--- config.mk ---
export PLATFORM = sky130hd
export DESIGN_NAME = wb_stage
export DESIGN_NICKNAME = d
export VERILOG_FILES = /design/src/rtl/wb_stage_pkg.sv /design/src/rtl/wb_stage_load_ext.sv /design/src/rtl/wb_stage.sv
export SDC_FILE = /design/constraint.sdc
export NUM_CORES = 1
export LEC_CHECK = 0
export ABC_AREA = 1
export BUFFER_PORTS_ARGS = -buffer_cell sky130_fd_sc_hd__buf_2
export CAP_MARGIN = 20
export CORE_ASPECT_RATIO = 1.5
export CORE_MARGIN = 10
export CORE_UTILIZATION = 50
export CTS_CLUSTER_DIAMETER = 30
export DETAILED_ROUTE_END_ITERATION = 6
export PLACE_DENSITY_LB_ADDON = 0.15
export SETUP_SLACK_MARGIN = 0.05
export SLEW_MARGIN = 20
export SYNTH_ARGS = -nofsm -noshare
export SYNTH_HDL_FRONTEND = slang
export SYNTH_SLANG_ARGS = --single-unit
--- constraint.sdc ---
create_clock -name clk -period 1.5 [get_ports clk]
set_clock_uncertainty 0.1 [all_clocks]
set_input_delay 0.075 -clock clk [delete_from_list [all_inputs] [get_ports clk]]
set_output_delay 0.075 -clock clk [all_outputs]
set_load 0.02 [all_outputs]
--- src/rtl/wb_stage_pkg.sv ---
// -----------------------------------------------------------------------------
// wb_stage_pkg
// Shared constants for the write-back stage: write-data source select codes,
// load-type codes and the default write-back PC after reset.
// Configuration macro used by this slice: WB_LOAD_EXT_EN (sub-word load
// extension; when undefined, loaded words pass through unmodified).
// -----------------------------------------------------------------------------
package wb_stage_pkg;

  // Value held in the write-back PC register after reset
  localparam logic [31:0] WB_RESET_PC = 32'h0000_3000;

  // Write-data source select
  localparam logic [1:0] WDSEL_ALU  = 2'b00;
  localparam logic [1:0] WDSEL_MEM  = 2'b01;
  localparam logic [1:0] WDSEL_PC8  = 2'b10;
  localparam logic [1:0] WDSEL_ZERO = 2'b11;

  // Load type; codes above LD_LH behave as a full-word load
  localparam logic [2:0] LD_LW  = 3'b000;
  localparam logic [2:0] LD_LBU = 3'b001;
  localparam logic [2:0] LD_LB  = 3'b010;
  localparam logic [2:0] LD_LHU = 3'b011;
  localparam logic [2:0] LD_LH  = 3'b100;

endpackage

--- src/rtl/wb_stage_load_ext.sv ---
// -----------------------------------------------------------------------------
// load_ext
// Combinational sub-word load extractor. Selects a byte or halfword from the
// raw memory word using the byte offset and sign- or zero-extends it.
// Only instantiated when WB_LOAD_EXT_EN is defined.
// Ports:
//   i_word   [31:0] raw data-memory word
//   i_offset [1:0]  byte offset of the load address
//   i_type   [2:0]  load type code (see wb_stage_pkg)
//   o_data   [31:0] extended load data
// -----------------------------------------------------------------------------
module load_ext
  import wb_stage_pkg::*;
(
  input  logic [31:0] i_word,
  input  logic [1:0]  i_offset,
  input  logic [2:0]  i_type,
  output logic [31:0] o_data
);

  logic [7:0]  w_byte;
  logic [15:0] w_half;

  // Byte and halfword lane selection from the load offset
  always_comb begin
    w_byte = 8'h00;
    w_half = 16'h0000;
    case (i_offset)
      2'd0:    w_byte = i_word[7:0];
      2'd1:    w_byte = i_word[15:8];
      2'd2:    w_byte = i_word[23:16];
      2'd3:    w_byte = i_word[31:24];
      default: w_byte = 8'h00;
    endcase
    // Halfword lane depends on offset bit 1 only; bit 0 is ignored
    if (i_offset[1]) begin
      w_half = i_word[31:16];
    end else begin
      w_half = i_word[15:0];
    end
  end

  // Extension by load type; unknown codes fall back to a full word
  always_comb begin
    o_data = i_word;
    case (i_type)
      LD_LBU:  o_data = {24'h00_0000, w_byte};
      LD_LB:   o_data = {{24{w_byte[7]}}, w_byte};
      LD_LHU:  o_data = {16'h0000, w_half};
      LD_LH:   o_data = {{16{w_half[15]}}, w_half};
      default: o_data = i_word;
    endcase
  end

endmodule

--- src/rtl/wb_stage.sv ---
// -----------------------------------------------------------------------------
// wb_stage
// Pipeline write-back stage register plus GPR write-data mux.
// Captures the MEM-stage fields each cycle (1-cycle latency) with priority
// reset > flush > stall > load, and presents the GPR write port.
// Configuration: define WB_LOAD_EXT_EN to enable sub-word load extension;
// otherwise memory write data is the raw memory word for every load type.
// Ports:
//   clk, reset (sync, active-high), stall, flush
//   m_valid, m_regwrite, m_wa[4:0], m_wdsel[1:0], m_pc[31:0], m_alu[31:0],
//   m_memrd[31:0], m_ldtype[2:0], m_addr_lo[1:0]  -- MEM-stage inputs
//   grf_we, grf_wa[4:0], grf_wd[31:0], grf_wpc[31:0] -- GPR write port
//   w_valid -- W stage holds a real instruction
// -----------------------------------------------------------------------------
module wb_stage
  import wb_stage_pkg::*;
#(
  parameter logic [31:0] RESET_PC = WB_RESET_PC
) (
  input  logic        clk,
  input  logic        reset,
  input  logic        stall,
  input  logic        flush,
  input  logic        m_valid,
  input  logic        m_regwrite,
  input  logic [4:0]  m_wa,
  input  logic [1:0]  m_wdsel,
  input  logic [31:0] m_pc,
  input  logic [31:0] m_alu,
  input  logic [31:0] m_memrd,
  input  logic [2:0]  m_ldtype,
  input  logic [1:0]  m_addr_lo,
  output logic        grf_we,
  output logic [4:0]  grf_wa,
  output logic [31:0] grf_wd,
  output logic [31:0] grf_wpc,
  output logic        w_valid
);

  logic        r_valid;
  logic        r_regwrite;
  logic [4:0]  r_wa;
  logic [1:0]  r_wdsel;
  logic [31:0] r_pc;
  logic [31:0] r_alu;
  logic [31:0] r_memrd;
  logic [2:0]  r_ldtype;
  logic [1:0]  r_addr_lo;
  logic [31:0] w_mem_data;

  // W-stage pipeline register: reset > flush > stall > load
  always_ff @(posedge clk) begin
    if (reset) begin
      r_valid    <= 1'b0;
      r_regwrite <= 1'b0;
      r_wa       <= 5'd0;
      r_wdsel    <= 2'b00;
      r_pc       <= RESET_PC;
      r_alu      <= 32'h0000_0000;
      r_memrd    <= 32'h0000_0000;
      r_ldtype   <= 3'b000;
      r_addr_lo  <= 2'b00;
    end else if (flush) begin
      // Bubble: only the fields that can cause a GPR write are cleared;
      // the PC is kept so the stage still reports a meaningful address.
      r_valid    <= 1'b0;
      r_regwrite <= 1'b0;
      r_wa       <= 5'd0;
    end else if (!stall) begin
      r_valid    <= m_valid;
      r_regwrite <= m_regwrite;
      r_wa       <= m_wa;
      r_wdsel    <= m_wdsel;
      r_pc       <= m_pc;
      r_alu      <= m_alu;
      r_memrd    <= m_memrd;
      r_ldtype   <= m_ldtype;
      r_addr_lo  <= m_addr_lo;
    end
  end

`ifdef WB_LOAD_EXT_EN
  load_ext u_load_ext (
    .i_word   (r_memrd),
    .i_offset (r_addr_lo),
    .i_type   (r_ldtype),
    .o_data   (w_mem_data)
  );
`else
  // Without extension the raw word is written; load type and offset are
  // still captured so the stage state is identical in both builds.
  logic w_unused_ld;
  assign w_unused_ld = ^{r_ldtype, r_addr_lo};
  assign w_mem_data  = r_memrd;
`endif

  // GPR write-data source mux, fed only from registered fields
  always_comb begin
    grf_wd = 32'h0000_0000;
    case (r_wdsel)
      WDSEL_ALU:  grf_wd = r_alu;
      WDSEL_MEM:  grf_wd = w_mem_data;
      WDSEL_PC8:  grf_wd = r_pc + 32'd8;   // wraps mod 2^32
      WDSEL_ZERO: grf_wd = 32'h0000_0000;
      default:    grf_wd = 32'h0000_0000;
    endcase
  end

  // Writes to register 0 are suppressed here so the GPR file need not care
  assign grf_we  = r_valid & r_regwrite & (r_wa != 5'd0);
  assign grf_wa  = r_wa;
  assign grf_wpc = r_pc;
  assign w_valid = r_valid;

endmodule

==> results of run 1 <==
## cell families after synthesis
kind of cell,Yosys count,synth area share [%]
flops,105,41.9
buf+inv,77,6.78
compound gates,135,14.0
simple gates,445,37.1
fa+ha+maj,1,0.249
## metal layers
layer,overflow,track usage [%]
met5,0,12.8
met3,0,46.3
met1,0,54.0
met2,3,76.2
met4,3,56.0
## per-stage QoR
stage / hold WS (ns) / cell area (um2) / setup TNS (ns)
CTS: 0.00221 / 8920 / -11.14
global placement: 0.195 / 6480 / -1.52
floorplan: 0.101 / 5080 / 0
detailed placement: 0.204 / 6480 / -1.97
## what timing repair did
item | CTS
gates resized for setup | 198
pin swaps | 49
endpoints found under the setup margin | 32
setup buffers | 23
gates cloned | 5
endpoints found under the hold margin | 104
hold buffers | 111
==> impl_metrics.csv, run 1 <==
group,metric,value,unit
synthesis,ys_top_cells_by_area,"dfxtp_1 42%, nor2_1 14%, nand2_1 12%",
clock_network,clock_path_buffers,2,
global_route,grt_max_degree,99,
place,finalWeightedCongestion,0.960,
place,numPortBuffers,179,
clock_network,clkSinkCount,105,
clock_network,h-tree-depth,3,
synthesis,netlist_area,5020,um2
synthesis,synthesis.instances,763,
floorplanning,ios,185,
synthesis,yosys_most_used_dff,"dfxtp_1",
synthesis,ys_warn_count,0,
synthesis,synth_common_cells,"189 x nor2_1, 164 x nand2_1, 105 x dfxtp_1, 94 x o21ai_0, 70 x nand3_1",
run_status,lastStage,"global routing",
synthesis,synth_largest_area_cell,"dfxtp_1",
floorplanning,rows,44,
place,dp_slack,-0.191,ns
synthesis,async_flop_share,0,%
synthesis,synth_cell_types,30,
synthesis,ys_seq_area_share,41.9,%
floorplanning,fp.dieW,102,um
clock_network,cts-root-buf,"clkbuf_16",
timing,worst_endpoint,"grf_wd[13]",
clock_network,cts_buffers,9,
synthesis,synth.most_common_cell,"nor2_1",
synthesis,synth_edf_count,0,
synthesis,synth-seq-cells,105,
timing,endpoint_type,"top-level output",
place,hpwl,14100,um
global_route,grtUsageTotal,58.1,%
place,dp_cells,1077,
run_status,error,"[ERROR GRT-0232] Routing congestion too high. Check the congestion heatmap in the GUI.",
synthesis,syn_nets,878,
run_status,status,"did not finish",
global_route,grt_overflow,6,
synthesis,avgSynthCellArea,6.58,um2
synthesis,synth_top_area_share,41.9,%
floorplanning,initial_core_util,51.5,%
floorplanning,die_h,143,um
==> inputs of run 2 (changes only) <==
--- a/config.mk
+++ b/config.mk
@@ -8,13 +8,10 @@
 export ABC_AREA = 1
 export BUFFER_PORTS_ARGS = -buffer_cell sky130_fd_sc_hd__buf_2
 export CAP_MARGIN = 20
-export CORE_ASPECT_RATIO = 1.5
 export CORE_MARGIN = 10
-export CORE_UTILIZATION = 50
-export CTS_CLUSTER_DIAMETER = 30
+export CORE_UTILIZATION = 40
 export DETAILED_ROUTE_END_ITERATION = 6
 export PLACE_DENSITY_LB_ADDON = 0.15
-export SETUP_SLACK_MARGIN = 0.05
 export SLEW_MARGIN = 20
 export SYNTH_ARGS = -nofsm -noshare
 export SYNTH_HDL_FRONTEND = slang
==> run 2 against run 1 <==
Compared with the run above: the flow now finishes, with violations (setup timing); area after synthesis is the same; synthesized cell count unchanged.
==> impl_metrics.csv, run 2 <==
group,metric,value,unit
route,drt-initial-drc-count,573,
synthesis,avgSynthCellArea,6.58,um2
synthesis,ys_seq_area_share,41.9,%
timing,slew_viol_final,0,
synthesis,synth_edf_count,0,
global_route,use_met1,28.8,%
synthesis,ys_top_cells_by_area,"dfxtp_1 42%, nor2_1 14%, nand2_1 12%",
global_route,grt_overflow,0,
timing,clock.fmax,492,MHz
setup_path,rr_endpoint,"grf_wa[3]",
setup_path,start_kind,"register",
setup_path,r2r_slack,0.17,ns
synthesis,syn_nets,878,
synthesis,synthesis.instances,763,
worst_hold_path,holdPathEnd,"grf_wpc[12]",
timing,fin_tns_setup,-12.30,ns
timing,relSlewSlack,76.1,%
clock_network,cts_tree,"yes",
route,wl,23100,um
floorplanning,core_area,12200,um2
route,ant_nets,0,
layout,instances_no_fill,1290,
route,drc_errors,0,
route,num_vias,6673,
floorplanning,initial_core_util,41.3,%
route,drt_pre_antenna_iters,6,
power,power_density,808,nW/um2
global_route,grtUsageTotal,25.3,%
power,power_leakage,4.33,nW
setup_path,critPathSlowestCell,"dfxtp_4",
layout,drive_gt1_share,39.6,%
setup_path,critPathMaxFanout,6,
clock_network,clkTransAtPathRegs,0.07,ns
setup_path,worstRegToRegCells,3,
setup_path,path_cells,"ha_4, nand2_4, nor2_4, nand2_4, nor2_4, buf_4, or2_1, nand3_2, nand3_2, buf_6",
setup_path,end_kind,"output port",
synthesis,yosys_most_used_dff,"dfxtp_1",
run_status,status,"finished with violations",
timing,grt_setup_unrepaired,"yes",
flow_run,maxCapViolCount,0,
place,dp_cells,1130,
timing,fin_crit_sh,135,%
worst_hold_path,min_path_type,"input pin to register",
global_route,grt_most_used_layer,"met2",
global_route,antenna_found_initial,1,
synthesis,synth_common_cells,"189 x nor2_1, 164 x nand2_1, 105 x dfxtp_1, 94 x o21ai_0, 70 x nand3_1",
layout,final_cell_mix,"173 x nor2_1, 148 x buf_2, 124 x nand2_1",
floorplanning,ios,185,
clock_network,clkLatencyLatePin,0.36,ns
synthesis,synth_top_area_share,41.9,%
place,numPortBuffers,179,
setup_path,arrival,1.86,ns
run_status,failed_checks,"setup timing",
layout,finalInstanceArea,9130,um2
timing,hold_viol,0,
place,dp_slack,-0.183,ns
global_route,grt_max_degree,99,
layout,area_delta_synth_final,81.9,%
synthesis,synth_largest_area_cell,"dfxtp_1",
setup_path,path_class,"register to output port",
synthesis,ys_warn_count,0,
layout,nets,1231,
timing,final.setup.worst_slack,-0.532,ns
timing,tightest_slew,0.358,ns
place,hpwl,13600,um
setup_path,critPathMaxStageDelay,0.37,ns
worst_hold_path,holdPathStages,4,
power,finalPower,7.38,mW
global_route,grt_pass1_wl,35700,um
clock_network,clkSinkCount,105,
layout,final_util,75.0,%
floorplanning,fp.dieW,132,um
synthesis,async_flop_share,0,%
timing,setup_viol,32,
layout,layout_commonest_cell,"nor2_1",
clock_network,clock_path_buffers,2,
floorplanning,rows,40,
setup_path,required,1.32,ns
route,wl_per_cell,17.9,um
global_route,grt_pass1_vias,6726,
floorplanning,dieArea,17400,um2
setup_path,timing.rr.start,"grf_wa[3]",
clock_network,cts_buffers,9,
synthesis,synth.most_common_cell,"nor2_1",
synthesis,netlist_area,5020,um2
place,finalWeightedCongestion,0.957,
clock_network,cts-root-buf,"clkbuf_16",
synthesis,synth_cell_types,30,
timing,fin_crit,2.03,ns
synthesis,synth-seq-cells,105,
timing,holdWs,0.120,ns
place,place_area,6530,um2
global_route,met3_usage,8.23,%
global_route,use_met2,42.6,%
power,vdd_drop_max,0.834,mV
clock_network,h-tree-depth,3,
worst_hold_path,worstHoldStart,"reset",
route,avgViaCountPerCell,5.17,
floorplanning,die_h,132,um
==> run 2: cell counts after synthesis <==
Identical to the previous run, type by type.
==> run 2: how the worst max path moves through the flow <==
stage | startpoint | to | slack (ns)
global route | grf_wpc[4] | grf_wd[13] | -0.64
detailed placement | grf_wpc[4] | grf_wd[24] | -0.18
floorplan | grf_wpc[7] | grf_wd[9] | -0.01
global placement | grf_wpc[4] | grf_wd[24] | -0.17
finish | grf_wpc[4] | grf_wd[13] | -0.53
CTS | grf_wpc[4] | grf_wd[28] | -0.49
==> run 2: kinds of logic after synthesis <==
| kind of cell | synth area share (%) |
|---|---|
| simple gates | 37.1 |
| compound gates | 14.0 |
| flops | 41.9 |
| buf+inv | 6.78 |
| fa+ha+maj | 0.249 |
==> run 2: where the power goes <==
| group | switching [mW] | internal [mW] | total [mW] |
|---|---|---|---|
| registers | 0.154 | 2.97 | 3.12 |
| logic | 0.976 | 0.950 | 1.93 |
| clock network | 1.13 | 1.19 | 2.33 |
| total | 2.26 | 5.11 | 7.38 |
==> run 2: layer usage <==
metal / part of all wire [%] / up-vias
met1: 38 / 3104
met2: 49 / 329
li1: - / 3169
met3: 9.4 / 71
met5: 0 / -
met4: 4.2 / 0
==> run 2: worst max-delay path: cells and delay by family (launching register included) <==
family	cells	cell delay, ns
simple gates	7	0.72
flops	1	0.37
buf+inv	2	0.27
fa+ha+maj	1	0.14
==> run 2: what timing repair did <==
action | 4_1_cts | 5_1_grt
pin swaps | 39 | 32
gates resized for setup | 190 | 57
hold endpoints to repair | 105 | 0
hold buffers | 112 | 0
endpoints found under the setup margin | 32 | 33
cloned | 7 | 0
setup buffers | 16 | 10
==> run 2: area by class of cell <==
type / instances / area (um2)
fill: 881 / 3040
clock buffer: 10 / 239
sequential: 105 / 2150
timing repair buffer: 382 / 3160
multi-input combinational: 581 / 3160
clock inverter: 6 / 47.5
tap: 168 / 210
antenna: 1 / 2.50
inverter: 37 / 151
No activity file was read; power rests on OpenSTA's default activity.
==> inputs of run 3 (changes only) <==
--- a/config.mk
+++ b/config.mk
@@ -16,3 +16,4 @@
 export SYNTH_ARGS = -nofsm -noshare
 export SYNTH_HDL_FRONTEND = slang
 export SYNTH_SLANG_ARGS = --single-unit
+export TNS_END_PERCENT = 50
==> constraint.sdc (replaced) <==
create_clock -name clk -period 2.1 [get_ports clk]
set_clock_uncertainty 0.1 [all_clocks]
set_input_delay 0.105 -clock clk [delete_from_list [all_inputs] [get_ports clk]]
set_output_delay 0.105 -clock clk [all_outputs]
set_load 0.02 [all_outputs]
==> run 3 against run 2 <==
Compared with the run above: the run now ends clean; die area unchanged; non-clock buffer count is 81 lower; total power down 33%; clock-buffer cell count is 1 higher; clock power down 24%; via count shrank 9.9%; first-iteration DRC count fell by 31%; sequential power down 29%; cell area fell by 15%; critical path depth decreased by 1.
==> impl_metrics.csv, run 3 (synthesis gave the netlist of run 2 again) <==
group,metric,value,unit
timing,fin_tns_setup,0,ns
layout,final_cell_mix,"173 x nor2_1, 172 x buf_2, 153 x nand2_1",
route,wl_per_cell,15.9,um
layout,finalInstanceArea,7710,um2
global_route,antenna_found_initial,2,
clock_network,cts-root-buf,"clkbuf_16",
timing,relSlewSlack,50.7,%
floorplanning,core_area,12200,um2
clock_network,cts_tree,"yes",
timing,holdWs,0.0112,ns
setup_path,critPathMaxFanout,5,
route,wl,19300,um
power,finalPower,4.98,mW
timing,fin_crit,2.02,ns
place,dp_slack,0.271,ns
route,drc_errors,0,
worst_hold_path,min_path_type,"input pin to register",
global_route,grt_max_degree,79,
place,finalWeightedCongestion,0.897,
place,place_area,6060,um2
setup_path,arrival,1.82,ns
route,drt-initial-drc-count,396,
timing,clock.fmax,494,MHz
route,num_vias,6010,
floorplanning,dieArea,17400,um2
timing,tightest_slew,0.740,ns
floorplanning,fp.dieW,132,um
setup_path,path_class,"register to output port",
timing,slew_viol_final,0,
layout,area_delta_synth_final,53.7,%
clock_network,clock_path_buffers,2,
power,power_leakage,3.55,nW
setup_path,start_kind,"register",
route,drt_pre_antenna_iters,7,
setup_path,end_kind,"output port",
layout,layout_commonest_cell,"nor2_1",
route,avgViaCountPerCell,4.96,
setup_path,required,1.89,ns
global_route,grt_pass1_vias,6123,
global_route,grt_pass1_wl,30700,um
global_route,grtUsageTotal,21.2,%
floorplanning,rows,40,
clock_network,clkTransAtPathRegs,0.07,ns
clock_network,h-tree-depth,3,
place,numPortBuffers,179,
route,ant_nets,0,
clock_network,cts_buffers,9,
clock_network,clkSinkCount,105,
run_status,status,"finished clean",
floorplanning,ios,185,
flow_run,maxCapViolCount,0,
power,vdd_drop_max,0.697,mV
global_route,grt_overflow,0,
setup_path,critPathSlowestCell,"dfxtp_4",
setup_path,cp_common_cell,"nand2_4",
clock_network,clkLatencyLatePin,0.36,ns
setup_path,path_cells,"ha_4, nand2_4, nor2_4, nand2_4, nor2_1, or2_2, nand3_2, nand3_1, buf_2",
floorplanning,die_h,132,um
place,hpwl,12900,um
layout,drive_gt1_share,28.0,%
timing,setup_viol,0,
power,power_density,645,nW/um2
floorplanning,initial_core_util,41.3,%
layout,nets,1150,
setup_path,critPathMaxStageDelay,0.36,ns
timing,hold_viol,0,
timing,fin_crit_sh,96.3,%
timing,final.setup.worst_slack,0.0770,ns
run 3: cell type report:
class / count / area, um2
well taps: 168 / 210
fillers: 1099 / 4450
multi-input cells: 581 / 2770
clock inverters: 5 / 63.8
diodes: 3 / 7.51
flip-flops and latches: 105 / 2150
inverters: 37 / 141
repair buffers: 301 / 2130
clock buffers: 11 / 243
run 3: power breakdown:
part	internal (mW)	switching, mW	leakage (nW)	total [mW]
registers	2.12	0.110	0.875	2.23
logic	0.434	0.556	2.52	0.991
clock network	0.969	0.787	0.152	1.76
total	3.52	1.45	3.55	4.98
run 3: final timing paths:
| check | endpoint | cells past startpoint | start | slack [ns] |
|---|---|---|---|---|
| worst max-delay path | grf_wd[15] | 9 | grf_wpc[3] | 0.08 |
| worst min-delay path | grf_wa[2] | 3 | stall | 0.01 |
| worst max register to register | r_regwrite | 3 | r_regwrite | 0.87 |
| worst min register to register | grf_wa[4] | 2 | grf_wa[4] | 0.39 |
run 3: timing repair:
action                                  4_1_cts  5_1_grt
hold buffers                                106        0
endpoints found under the setup margin       16       19
endpoints found under the hold margin       105        0
buffers inserted                              1        3
pin swaps                                     4        7
resized for setup                            15       71
run 3: layer usage:
metal / GRT usage (%) / vias to the layer above / part of all wire [%]
met2: 34.1 / 249 / 46
li1: - / 2999 / -
met4: 7.85 / 0 / 2.5
met5: 0 / - / 0
met3: 6.86 / 36 / 8.9
met1: 25.7 / 2726 / 42
run 3: critical path, delay by kind of cell (launching register included):
kind	cells	cell delay (ns)
and+or+nand+nor	7	0.77
DFF	1	0.36
adders and majority gates	1	0.17
buffers and inverters	1	0.17
run 3: metrics by stage:
stage,utilization [%],instances
3_3_place_gp,49.8,1082
3_5_place_dp,49.8,1082
6_report,63.4,1211
5_1_grt,63.4,1210
4_1_cts,61.4,1205
2_1_floorplan,-,763
